$ cat src/rtl/display_feeder_pkg.sv
// Shared definitions for the display feeder: mode encodings and mode sequencing.
package display_pkg;

  localparam int unsigned MODE_W = 3;

  typedef enum logic [MODE_W-1:0] {
    MODE_PC_HI    = 3'd0,
    MODE_PC_LO    = 3'd1,
    MODE_INSTR_HI = 3'd2,
    MODE_INSTR_LO = 3'd3,
    MODE_ALU_HI   = 3'd4,
    MODE_ALU_LO   = 3'd5
  } mode_e;

  localparam logic [MODE_W-1:0] MODE_LAST = 3'd5;

  function automatic logic [MODE_W-1:0] next_mode(input logic [MODE_W-1:0] m);
    logic [MODE_W-1:0] r;
    if (m >= MODE_LAST) begin
      r = MODE_PC_HI;
    end else begin
      r = m + 3'd1;
    end
    return r;
  endfunction

endpackage

$ cat src/rtl/display_feeder_if.sv
// Bundle of CPU debug inputs, raw buttons and scanner-facing outputs of the display feeder.
interface display_feeder_if;
  import display_pkg::*;

  logic [31:0]       pc;
  logic [31:0]       instr;
  logic [31:0]       alu_result;
  logic              btn_sel;
  logic              btn_freeze;
  logic              scan_clk;
  logic [15:0]       num;
  logic [MODE_W-1:0] mode;
  logic              frozen;

  modport master (
    output pc, instr, alu_result, btn_sel, btn_freeze,
    input  scan_clk, num, mode, frozen
  );

  modport slave (
    input  pc, instr, alu_result, btn_sel, btn_freeze,
    output scan_clk, num, mode, frozen
  );

endinterface

$ cat src/rtl/display_feeder_debounce.sv
// Push-button conditioner: 2-FF synchroniser, stability counter and a one-cycle press pulse.
module btn_debounce #(
  parameter int unsigned DEBOUNCE_CYCLES = 1000000
) (
  input  logic clk,
  input  logic rst_n,
  input  logic btn_raw,
  output logic level,
  output logic press
);

  localparam int unsigned CNT_W = (DEBOUNCE_CYCLES > 1) ? $clog2(DEBOUNCE_CYCLES) : 1;
  localparam logic [CNT_W-1:0] CNT_MAX = CNT_W'(DEBOUNCE_CYCLES - 1);

  logic             sync1_q, sync2_q;
  logic             stable_q, stable_d;
  logic             press_q, press_d;
  logic [CNT_W-1:0] cnt_q, cnt_d;

  // Accept the synchronised level only after it has differed from stable long enough.
  always_comb begin
    stable_d = stable_q;
    press_d  = 1'b0;
    cnt_d    = '0;
    if (sync2_q != stable_q) begin
      if (cnt_q == CNT_MAX) begin
        stable_d = sync2_q;
        press_d  = sync2_q;
        cnt_d    = '0;
      end else begin
        cnt_d = cnt_q + CNT_W'(1);
      end
    end else begin
      cnt_d = '0;
    end
  end

  // Synchroniser and debounce state registers.
  always_ff @(posedge clk or negedge rst_n) begin
    if (!rst_n) begin
      sync1_q  <= 1'b0;
      sync2_q  <= 1'b0;
      stable_q <= 1'b0;
      press_q  <= 1'b0;
      cnt_q    <= '0;
    end else begin
      sync1_q  <= btn_raw;
      sync2_q  <= sync1_q;
      stable_q <= stable_d;
      press_q  <= press_d;
      cnt_q    <= cnt_d;
    end
  end

  assign level = stable_q;
  assign press = press_q;

endmodule

$ cat src/rtl/display_feeder.sv
// Scan-clock generator, button-driven mode/freeze control and tear-free 16-bit num register
// reloaded only on scan-frame boundaries.
module display_feeder
  import display_pkg::*;
#(
  parameter int unsigned DEBOUNCE_CYCLES = 1000000,
  parameter int unsigned SCAN_DIV        = 100000
) (
  input  logic              clk,
  input  logic              rst_n,
  display_feeder_if.slave   bus
);

  localparam int unsigned DIV_W = (SCAN_DIV > 1) ? $clog2(SCAN_DIV) : 1;
  localparam logic [DIV_W-1:0] DIV_MAX = DIV_W'(SCAN_DIV - 1);

  logic [DIV_W-1:0]  div_q, div_d;
  logic              scan_clk_q, scan_clk_d;
  logic [1:0]        frame_q, frame_d;
  logic [15:0]       num_q, num_d;
  logic [MODE_W-1:0] mode_q, mode_d;
  logic              frozen_q, frozen_d;
  logic              div_wrap_s, scan_rise_s, boundary_s;
  logic [15:0]       slice_s;
  logic              sel_press_s, frz_press_s;
  logic              sel_level_unused_s, frz_level_unused_s;

  btn_debounce #(.DEBOUNCE_CYCLES(DEBOUNCE_CYCLES)) u_sel_db (
    .clk     (clk),
    .rst_n   (rst_n),
    .btn_raw (bus.btn_sel),
    .level   (sel_level_unused_s),
    .press   (sel_press_s)
  );

  btn_debounce #(.DEBOUNCE_CYCLES(DEBOUNCE_CYCLES)) u_frz_db (
    .clk     (clk),
    .rst_n   (rst_n),
    .btn_raw (bus.btn_freeze),
    .level   (frz_level_unused_s),
    .press   (frz_press_s)
  );

  // Debug-state slice selected by the current mode; unused encodings read as zero.
  always_comb begin
    slice_s = 16'h0000;
    case (mode_q)
      MODE_PC_HI:    slice_s = bus.pc[31:16];
      MODE_PC_LO:    slice_s = bus.pc[15:0];
      MODE_INSTR_HI: slice_s = bus.instr[31:16];
      MODE_INSTR_LO: slice_s = bus.instr[15:0];
      MODE_ALU_HI:   slice_s = bus.alu_result[31:16];
      MODE_ALU_LO:   slice_s = bus.alu_result[15:0];
      default:       slice_s = 16'h0000;
    endcase
  end

  // Next-state: divider, frame counter, num reload and button-driven control.
  always_comb begin
    div_wrap_s  = (div_q == DIV_MAX);
    scan_rise_s = div_wrap_s & ~scan_clk_q;
    boundary_s  = scan_rise_s & (frame_q == 2'd3);
    div_d       = div_q;
    scan_clk_d  = scan_clk_q;
    frame_d     = frame_q;
    num_d       = num_q;
    mode_d      = mode_q;
    frozen_d    = frozen_q;

    if (div_wrap_s) begin
      div_d      = '0;
      scan_clk_d = ~scan_clk_q;
    end else begin
      div_d = div_q + DIV_W'(1);
    end

    if (scan_rise_s) begin
      frame_d = frame_q + 2'd1;
    end else begin
      frame_d = frame_q;
    end

    // A boundary coinciding with a press still uses the pre-press mode and freeze state.
    if (boundary_s && !frozen_q) begin
      num_d = slice_s;
    end else begin
      num_d = num_q;
    end

    if (sel_press_s) begin
      mode_d = next_mode(mode_q);
    end else begin
      mode_d = mode_q;
    end

    if (frz_press_s) begin
      frozen_d = ~frozen_q;
    end else begin
      frozen_d = frozen_q;
    end
  end

  // Feeder state registers.
  always_ff @(posedge clk or negedge rst_n) begin
    if (!rst_n) begin
      div_q      <= '0;
      scan_clk_q <= 1'b0;
      frame_q    <= 2'd0;
      num_q      <= 16'h0000;
      mode_q     <= MODE_PC_HI;
      frozen_q   <= 1'b0;
    end else begin
      div_q      <= div_d;
      scan_clk_q <= scan_clk_d;
      frame_q    <= frame_d;
      num_q      <= num_d;
      mode_q     <= mode_d;
      frozen_q   <= frozen_d;
    end
  end

  assign bus.scan_clk = scan_clk_q;
  assign bus.num      = num_q;
  assign bus.mode     = mode_q;
  assign bus.frozen   = frozen_q;

endmodule
$ cat src/flat_wrapper.sv
// flat-port wrapper written by rule: the top's interface ports become plain ports
module display_feeder_flat import display_pkg::*;
#(
  parameter int unsigned DEBOUNCE_CYCLES = 1000000,
  parameter int unsigned SCAN_DIV        = 100000
)
  (clk, rst_n, bus_pc, bus_instr, bus_alu_result, bus_btn_sel, bus_btn_freeze, bus_scan_clk, bus_num, bus_mode, bus_frozen);
  display_feeder_if bus_i ();
  input  logic clk;
  input  logic rst_n;
  input wire logic [$bits(bus_i.pc)-1:0] bus_pc;
  input wire logic [$bits(bus_i.instr)-1:0] bus_instr;
  input wire logic [$bits(bus_i.alu_result)-1:0] bus_alu_result;
  input wire logic [$bits(bus_i.btn_sel)-1:0] bus_btn_sel;
  input wire logic [$bits(bus_i.btn_freeze)-1:0] bus_btn_freeze;
  output wire logic [$bits(bus_i.scan_clk)-1:0] bus_scan_clk;
  output wire logic [$bits(bus_i.num)-1:0] bus_num;
  output wire logic [$bits(bus_i.mode)-1:0] bus_mode;
  output wire logic [$bits(bus_i.frozen)-1:0] bus_frozen;
  assign bus_i.pc = bus_pc;
  assign bus_i.instr = bus_instr;
  assign bus_i.alu_result = bus_alu_result;
  assign bus_i.btn_sel = bus_btn_sel;
  assign bus_i.btn_freeze = bus_btn_freeze;
  assign bus_scan_clk = bus_i.scan_clk;
  assign bus_num = bus_i.num;
  assign bus_mode = bus_i.mode;
  assign bus_frozen = bus_i.frozen;
  display_feeder #(.DEBOUNCE_CYCLES(DEBOUNCE_CYCLES), .SCAN_DIV(SCAN_DIV)) u_core (.clk(clk), .rst_n(rst_n), .bus(bus_i));
endmodule
$ cat config.mk
export PLATFORM = sky130hd
export DESIGN_NAME = display_feeder_flat
export DESIGN_NICKNAME = d
export VERILOG_FILES = /design/src/rtl/display_feeder_pkg.sv /design/src/rtl/display_feeder_if.sv /design/src/rtl/display_feeder_debounce.sv /design/src/rtl/display_feeder.sv /design/src/flat_wrapper.sv
export SDC_FILE = /design/constraint.sdc
export NUM_CORES = 1
export LEC_CHECK = 0
export ABC_AREA = 1
export BUFFER_PORTS_ARGS = -buffer_cell sky130_fd_sc_hd__buf_2
export CAP_MARGIN = 20
export CORE_MARGIN = 2
export CORE_UTILIZATION = 55
export DETAILED_ROUTE_END_ITERATION = 10
export PLACE_DENSITY = 0.81
export SLEW_MARGIN = 20
export SYNTH_ARGS = -nofsm -noshare
export SYNTH_HDL_FRONTEND = slang
export SYNTH_HIERARCHICAL = 1
export SYNTH_SLANG_ARGS = --single-unit
$ cat constraint.sdc
create_clock -name clk -period 2 [get_ports clk]
set_input_delay 0.4 -clock clk [delete_from_list [all_inputs] [get_ports clk]]
set_output_delay 0.4 -clock clk [all_outputs]
set_load 0.005 [all_outputs]
; ---- Yosys cells after proc, flatten, opt, wreduce, memory -nomap -nowiden
; Cells that the tools add are included.
; W data, S select, Z words.
[totals]
regBits = 88
word_cells = 53
out_inout_bits = 21
[classes]
n_bitwise = 4
order_cmp = 1
reduce_logical = 5
n_eq_ne = 11
mux = 11
n_addsub = 5
[ops]
columns = cell, count
row1 = $pmux W16 S6, 1
row2 = $mux W20, 4
row3 = $add A20 B1 Y20 const B, 2
row4 = $eq A20 B20 Y1 const B, 2
row5 = $add A17 B1 Y17 const B, 1
row6 = $eq A17 B17 Y1 const B, 1
row7 = $mux W17, 1
row8 = $eq A3 B2 Y1 const B, 2
row9 = $eq A3 B3 Y1 const B, 2
row10 = $mux W1, 4
row11 = $reduce_and A2 Y1, 2
row12 = $add A3 B1 Y3 const B, 1
row13 = $eq A3 B1 Y1 const B, 1
row14 = $ge A3 B3 Y1 const B, 1
row15 = $logic_not A3 Y1, 1
row16 = $mux W3, 1
row17 = $add A2 B1 Y2 const B, 1
row18 = $and A1 B1 Y1, 2
row19 = $eq A2 B2 Y1 const B, 1
row20 = $ne A1 B1 Y1, 2
row21 = $not A1 Y1, 2
row22 = $logic_and A1 B1 Y1, 1
row23 = $logic_not A1 Y1, 1

; ---- Longest topological paths before layout
; Gate-level depths: netlist (run 1).
[logic_depth]
depth_word = 4
mapped_depth = 12
ltp_nobuf = 9

; ---- Cells and area by module
; The synthesis (run 1) kept the hierarchy.
[by_module_without_submodules]
columns = module, cells_each, seq_area_each_um2, area_each_um2, n_inst
row1 = display_feeder, 448, 1001.0, 2941.6, 1
row2 = btn_debounce, 163, 600.6, 1317.5, 2

; ---- Least setup slack after synthesis (run 1)
; Ideal clock, no wire load.
[synth_timing]
path_kind = reg-to-reg
startpoint = reg u_core.mode_q[2], in the netlist u_core/bus.mode[2]
endpoint = reg u_core.num_q[1], in the netlist u_core/bus.num[1]
n_path_buf = 4
arrival_time_ns = 1.713
period_less_slack_ns = 1.779
path_slack_ns = 0.221
path_stages_with_launch = 13
setup_time_ns = 0.066
path_cell_list = dfrtp_1 > buf_2 > inv_2 > buf_2 > ha_1 > clkbuf_1 > buf_2 > nand2_1 > nand2_1 > nor2_1 > a21oi_1 > nand3_1 > nand2_1
[synth_via]
elab_chain_len = 2
word_cells_on_any_way = 7
cone_classes = eq/ne: 5 / mux: 1 / reduce/logical: 1
[synth_rtl]
columns = item, line_no
row1 = "start, declared", display_feeder.sv:21  ; logic [MODE_W-1:0] mode_q, mode_d;
row2 = "start signal, assigned", display_feeder.sv:117  ; mode_q <= mode_d;
row3 = "$eq A3 B3 Y1, or another cell as far along", display_feeder.sv:47  ; case (mode_q)
row4 = $pmux W16 S6 (*), display_feeder.sv:47
row5 = "end signal, assigned", display_feeder.sv:116  ; num_q <= num_d;
row6 = "end, declared", display_feeder.sv:20  ; logic [15:0] num_q, num_d;
; Every way passes the cells marked *; elsewhere a longest branch is shown, timed or not.
; A chain may end at the register's enable or synchronous reset.

; ---- Final worst setup path (run 1)
[layout_timing]
startpoint = reg u_core.mode_q[1], in the netlist u_core/bus.mode[1]
endpoint = reg u_core.num_q[6], in the netlist u_core/bus.num[6]
; The elaborated chain is that of the path after synthesis.

==> impl_metrics.env, run 1 <==
export IMPL_final_antenna_net_count=0
export IMPL_synthCells=774
export IMPL_startpoint_type="flop"
export IMPL_clkTransAtPathRegs_ns=0.09
export IMPL_cts_root_buffer="clkbuf_8"
export IMPL_clock_sinks=88
export IMPL_grt_max_degree=38
export IMPL_dp_cells=1014
export IMPL_place_gp_congestion=0.904
export IMPL_synth_main_ff_cell="dfrtp_1"
export IMPL_setup_viol=0
export IMPL_drc_errors=0
export IMPL_drv_cap=0
export IMPL_period_minus_slack_ns=1.82
export IMPL_synth_area_top_cells="dfrtp_1 39%, nand2_1 12%, nand3_1 12%"
export IMPL_slew_violations=0
export IMPL_yosysWarnings=6
export IMPL_layout_drive_gt1_share=0.229
export IMPL_syn_avg_cell_area_um2=7.20
export IMPL_grt_pass1_vias=5191
export IMPL_final_nets=1002
export IMPL_hold_viol_final=0
export IMPL_synth_edf_count=0
export IMPL_rsz0062_at_grt="false"
export IMPL_cts_setup_buffers=0
export IMPL_fp_coreArea_mm2=0.00982
export IMPL_rows=36
export IMPL_fmax_mhz=548
export IMPL_maxSlewHeadroom=0.595
export IMPL_grt_overflow=0
export IMPL_finClkSkew_ns=0.0138
export IMPL_dieArea_mm2=0.0110
export IMPL_synth_seq_cells=88
export IMPL_tns_ns=0
export IMPL_firstDrtPassIters=5
export IMPL_yosys_top_cells_count="182 x nand2_1, 130 x nand3_1, 113 x nor2_1"
export IMPL_cp_arrival_ns=2.12
export IMPL_worst_pin_slew_ns=0.608
export IMPL_min_path_type="primary input to flop"
export IMPL_syn2layout_area_growth_pct=18.1
export IMPL_io_buffers=120
export IMPL_cp_max_fo=16
export IMPL_cp_end_kind="flop"
export IMPL_pin_count=121
export IMPL_hpwlAfterDp_um=10500
export IMPL_synth_nets=883
export IMPL_synthesis_area_mm2=0.00558
export IMPL_grt_pass1_wl_um=23400
export IMPL_drt_iter0_drc=337
export IMPL_ys_async_sr_fraction=1.00
export IMPL_power_leakage_nw=3.25
export IMPL_status="finished, final reports clean"
export IMPL_synth_top_area_cell="dfrtp_1"
export IMPL_ys_types=29
export IMPL_powerDensity_mw_per_mm2=512
export IMPL_start_util=0.568
export IMPL_synth_top_area_frac=0.395
export IMPL_yosysMostFrequentCell="nand2_1"
export IMPL_clock_latency_ns=0.36
export IMPL_cp_data_required_time_ns=2.30
export IMPL_drt_total_wl_um=13700
export IMPL_period_share=0.912
export IMPL_via_per_inst=5.22
export IMPL_cts_hold_buf=1
export IMPL_cts_resized=0
export IMPL_grt_usage=0.260
export IMPL_dieHeight_um=105
export IMPL_tritoncts="built"
export IMPL_clk_path_buf_depth=2
export IMPL_antenna_found_initial=0
export IMPL_antennaDiodeCount=0
export IMPL_peakVddDrop_mv=0.404
export IMPL_die_w_um=105
export IMPL_fin_cells=1031
export IMPL_yosysSeqAreaShare=0.395
export IMPL_fillCellCount=902
export IMPL_worstSetupPathType="flop to flop"
export IMPL_numCtsBuffers=9
export IMPL_htreeDepth=3
export IMPL_routedWlPerCell_um=13.3
export IMPL_via_count=5383
## layout by cell type, fill, tap and decap left out, types with 11 or more instances in the layout
cell type    n
a21oi_1     20
nor3_1      11
nor2_1     113
o21ai_0     13
nand2_1    182
buf_2      119
nand4_1     13
nor2_2      15
xor2_1      23
nand2_2     12
dfrtp_1     88
nand3_1    130
inv_1       73
## where the power goes
group / leakage [nW] / switching (W) / internal [W]
Clock: 0.110 / 0.000647 / 0.000706
Combinational: 2.02 / 0.000115 / 0.000107
Sequential: 1.12 / 0.00000944 / 0.00179
Total: 3.25 / 0.000771 / 0.00260
## path summary, 6_finish.rpt
| check | start | to | slack [ns] | depth (start not counted) |
|---|---|---|---|---|
| max | u_core/bus.mode[1] | u_core/bus.num[6] | 0.18 | 8 |
| max reg2reg | u_core/bus.mode[1] | u_core/bus.num[6] | 0.18 | 8 |
| max in group asynchronous | rst_n | u_core/u_sel_db/cnt_q[4] | 0.92 | 3 |
| min reg2reg | u_core/u_frz_db/sync1_q | u_core/u_frz_db/sync2_q | 0.35 | 0 |
| min in group asynchronous | rst_n | u_core/bus.num[12] | 0.51 | 2 |
| min | bus_btn_sel | u_core/u_sel_db/sync1_q | 0.14 | 1 |
## through the flow
stage	cell area, µm²	power (W)	hold WS [ns]	util	setup WS (ns)
after floorplan	5580	0.00190	0.104	-	0.221
after global placement	6360	0.00205	0.340	0.647	0.297
after detailed placement	6360	0.00206	0.336	0.647	0.228
after CTS	6590	0.00342	0.121	0.671	0.201
after global routing	6590	0.00351	0.116	0.671	0.0460
final	6590	0.00337	0.144	0.671	0.176
## registers in the layout (all words and copies together) (netlist names)
signal / count
u_core/bus.scan_clk: 1
u_core/u_sel_db/cnt_q: 20
u_core/bus.mode: 3
u_core/u_sel_db/sync2_q: 1
u_core/u_frz_db/sync2_q: 1
u_core/bus.num: 16
u_core/u_frz_db/press: 1
u_core/div_q: 17
u_core/frame_q: 2
u_core/u_sel_db/level: 1
u_core/bus.frozen: 1
u_core/u_frz_db/cnt_q: 20
u_core/u_frz_db/level: 1
u_core/u_sel_db/press: 1
u_core/u_frz_db/sync1_q: 1
u_core/u_sel_db/sync1_q: 1
## area by class of cell
type                            count  area (µm²)  share of cell area
Clock buffer                        9         124              0.0188
Clock inverter                      7        95.1              0.0144
Inverter                           80         300              0.0456
Multi-Input combinational cell    582        2950               0.448
Sequential cell                    88        2200               0.334
Tap cell                          133         166              0.0253
Timing Repair Buffer              132         746               0.113
## metal layers
| metal | global-route usage | wire (µm) | up-vias |
|---|---|---|---|
| li1 | - | - | 2715 |
| met1 | 0.328 | 6020 | 2520 |
| met2 | 0.441 | 6700 | 126 |
| met3 | 0.0611 | 746 | 22 |
| met4 | 0.0838 | 238 | 0 |
| met5 | 0 | 0 | - |
## worst max-delay path, cell delays in order, from the launching register on
cell and delay (ns):
dfrtp_1 0.45, ha_1 0.19, ha_1 0.54, nand2_1 0.12, nand2_1 0.08, nor2_1 0.04, a21oi_1 0.14, nand3_1 0.11
nand2_1 0.08
## logic make-up (layout without fill, tap and decap cells)
group | Yosys count | in the layout | synth area share
and+or+nand+nor | 505 | 505 | 0.426
adders and majority gates | 9 | 9 | 0.0202
buffers and inverters | 104 | 228 | 0.0756
xor gates and xnor gates | 29 | 29 | 0.0482
DFF | 88 | 88 | 0.395
AOI/OAI and AO/OA | 39 | 39 | 0.0350
No activity file was read; power rests on OpenSTA's default activity.
==> inputs of run 2 (changes only) <==
CORE_ASPECT_RATIO = 1.75   (was default)
CORE_UTILIZATION = 50   (was 55)
PLACE_DENSITY = 0.74   (was 0.81)
==> run 2 against run 1 <==
Net effect: total power rose by 8.3%; clock power rose by 21%; critical path depth did not move; core utilization fell by 6.8 points; hold slack improved by 0.019 ns; largest cell class unchanged.
==> impl_metrics.env, run 2 (same netlist as run 1, synthesis figures left out) <==
export IMPL_drc_errors=0
export IMPL_layout_drive_gt1_share=0.229
export IMPL_power_leakage_nw=3.26
export IMPL_place_gp_congestion=0.925
export IMPL_period_minus_slack_ns=1.77
export IMPL_startpoint_type="flop"
export IMPL_powerDensity_mw_per_mm2=553
export IMPL_routedWlPerCell_um=14.2
export IMPL_clkTransAtPathRegs_ns=0.07
export IMPL_antennaDiodeCount=0
export IMPL_min_path_type="primary input to flop"
export IMPL_cp_end_kind="flop"
export IMPL_worst_r2r_path_depth=8
export IMPL_grt_usage=0.245
export IMPL_reg_largest_list="u_core/u_frz_db/cnt_q (20), u_core/u_sel_db/cnt_q (20), u_core/div_q (17)"
export IMPL_rsz0062_at_grt="false"
export IMPL_via_count=5404
export IMPL_sw_frac_of_total=0.236
export IMPL_fmax_mhz=564
export IMPL_power_frac_clock=0.447
export IMPL_maxSlewHeadroom=0.617
export IMPL_worst_pin_slew_ns=0.575
export IMPL_setup_viol=0
export IMPL_final_antenna_net_count=0
export IMPL_period_share=0.887
export IMPL_cp_arrival_ns=2.00
export IMPL_cp_max_fo=16
export IMPL_syn2layout_area_growth_pct=18.5
export IMPL_clk_path_buf_depth=2
export IMPL_rows=51
export IMPL_pin_count=121
export IMPL_fp_coreArea_mm2=0.0110
export IMPL_status="finished, final reports clean"
export IMPL_p_sw_w=0.000863
export IMPL_mostFrequentLayoutCells="182 x nand2_1, 130 x nand3_1, 119 x buf_2"
export IMPL_holdPathStages=1
export IMPL_setup_ws_ns=0.227
export IMPL_dieArea_mm2=0.0120
export IMPL_drt_total_wl_um=14600
export IMPL_io_buffers=120
export IMPL_cp_data_required_time_ns=2.23
export IMPL_dieHeight_um=144
export IMPL_grt_pass1_vias=5331
export IMPL_tns_ns=0
export IMPL_worstPathCellList="ha_1 > ha_1 > nand2_1 > nand2_1 > nor2_1 > a21oi_1 > nand3_1 > nand2_1"
export IMPL_worstSetupPathType="flop to flop"
export IMPL_grt_pass1_wl_um=23900
export IMPL_peakVddDrop_mv=0.488
export IMPL_cts_root_buffer="clkbuf_16"
export IMPL_grt_overflow=0
export IMPL_drv_cap=0
export IMPL_htreeDepth=3
export IMPL_crit_path_top_delay_cell="dfrtp_1"
export IMPL_cell_internal_pwr_w=0.00279
export IMPL_slew_violations=0
export IMPL_grt_max_degree=44
export IMPL_comb_power_share=0.060
export IMPL_cpMostUsedCell="nand2_1"
export IMPL_slowest_delay_ns=0.44
export IMPL_clock_sinks=88
export IMPL_fillCellCount=1042
export IMPL_post_place_ws_ns=0.258
export IMPL_die_w_um=83.8
export IMPL_via_per_inst=5.25
export IMPL_clock_latency_ns=0.34
export IMPL_finClkSkew_ns=0.0111
export IMPL_pwr_share_seq=0.493
export IMPL_tritoncts="built"
export IMPL_final_common_cell="nand2_1"
export IMPL_antenna_found_initial=0
export IMPL_final_nets=1001
export IMPL_firstDrtPassIters=5
export IMPL_hold_viol_final=0
export IMPL_cts_resized=0
export IMPL_numCtsBuffers=9
export IMPL_drt_iter0_drc=233
export IMPL_hpwlAfterDp_um=11200
export IMPL_start_util=0.508
## run 2: worst paths after layout
kind | startpoint | to | slack, ns
max | u_core/bus.mode[1] | u_core/bus.num[4] | 0.23
min | bus_btn_sel | u_core/u_sel_db/sync1_q | 0.16
max reg2reg | u_core/bus.mode[1] | u_core/bus.num[4] | 0.23
min reg2reg | u_core/u_frz_db/sync1_q | u_core/u_frz_db/sync2_q | 0.35
max in group asynchronous | rst_n | u_core/u_frz_db/cnt_q[10] | 0.86
min in group asynchronous | rst_n | u_core/bus.num[6] | 0.52
## run 2: layout make-up
cell class / instances / area [µm²] / area share
timing repair buffer: 131 / 701 / 0.106
clock buffer: 10 / 239 / 0.0362
sequential: 88 / 2200 / 0.333
multi-input combinational: 582 / 2950 / 0.447
tap: 132 / 165 / 0.0250
clock inverter: 6 / 50.0 / 0.00757
inverter: 80 / 300 / 0.0454
## run 2: worst max-delay path, delay by kind of cell (launching register included)
kind / cells / cell delay, ns
AOI/OAI and AO/OA: 1 / 0.10
adders and majority gates: 2 / 0.60
DFF: 1 / 0.44
and+or+nand+nor: 5 / 0.54
## run 2: stage by stage
| stage | hold WS (ns) | area (µm²) | cells | total power, W | util |
|---|---|---|---|---|---|
| finish | 0.163 | 6610 | 1029 | 0.00365 | 0.602 |
| global placement | 0.331 | 6310 | 1012 | 0.00205 | 0.575 |
| CTS | 0.151 | 6610 | 1029 | 0.00369 | 0.602 |
| floorplan | 0.104 | 5580 | 774 | 0.00190 | - |
| detailed placement | 0.335 | 6310 | 1012 | 0.00206 | 0.575 |
| global route | 0.147 | 6610 | 1029 | 0.00378 | 0.602 |
## run 2: what timing repair did
action | in CTS | in global routing
setup buffers | 0 | 0
hold buffers | 1 | 0
endpoints found under the hold margin | 23 | 0
## run 2: power by group through the flow
stage	Clock, W	Sequential [W]	Combinational, W
after floorplan	0	0.00183	0.0000642
after global placement	0	0.00184	0.000219
after detailed placement	0	0.00184	0.000221
after CTS	0.00166	0.00180	0.000224
after global routing	0.00173	0.00180	0.000251
final	0.00163	0.00180	0.000221
## run 2: routing by layer
metal,wire (µm),GRT usage,part of all wire,up-vias
met1,5500,0.260,0.38,2490
met2,7770,0.461,0.53,166
met3,822,0.0500,0.056,34
met5,0,0,0,-
li1,-,-,-,2714
met4,471,0.112,0.032,0
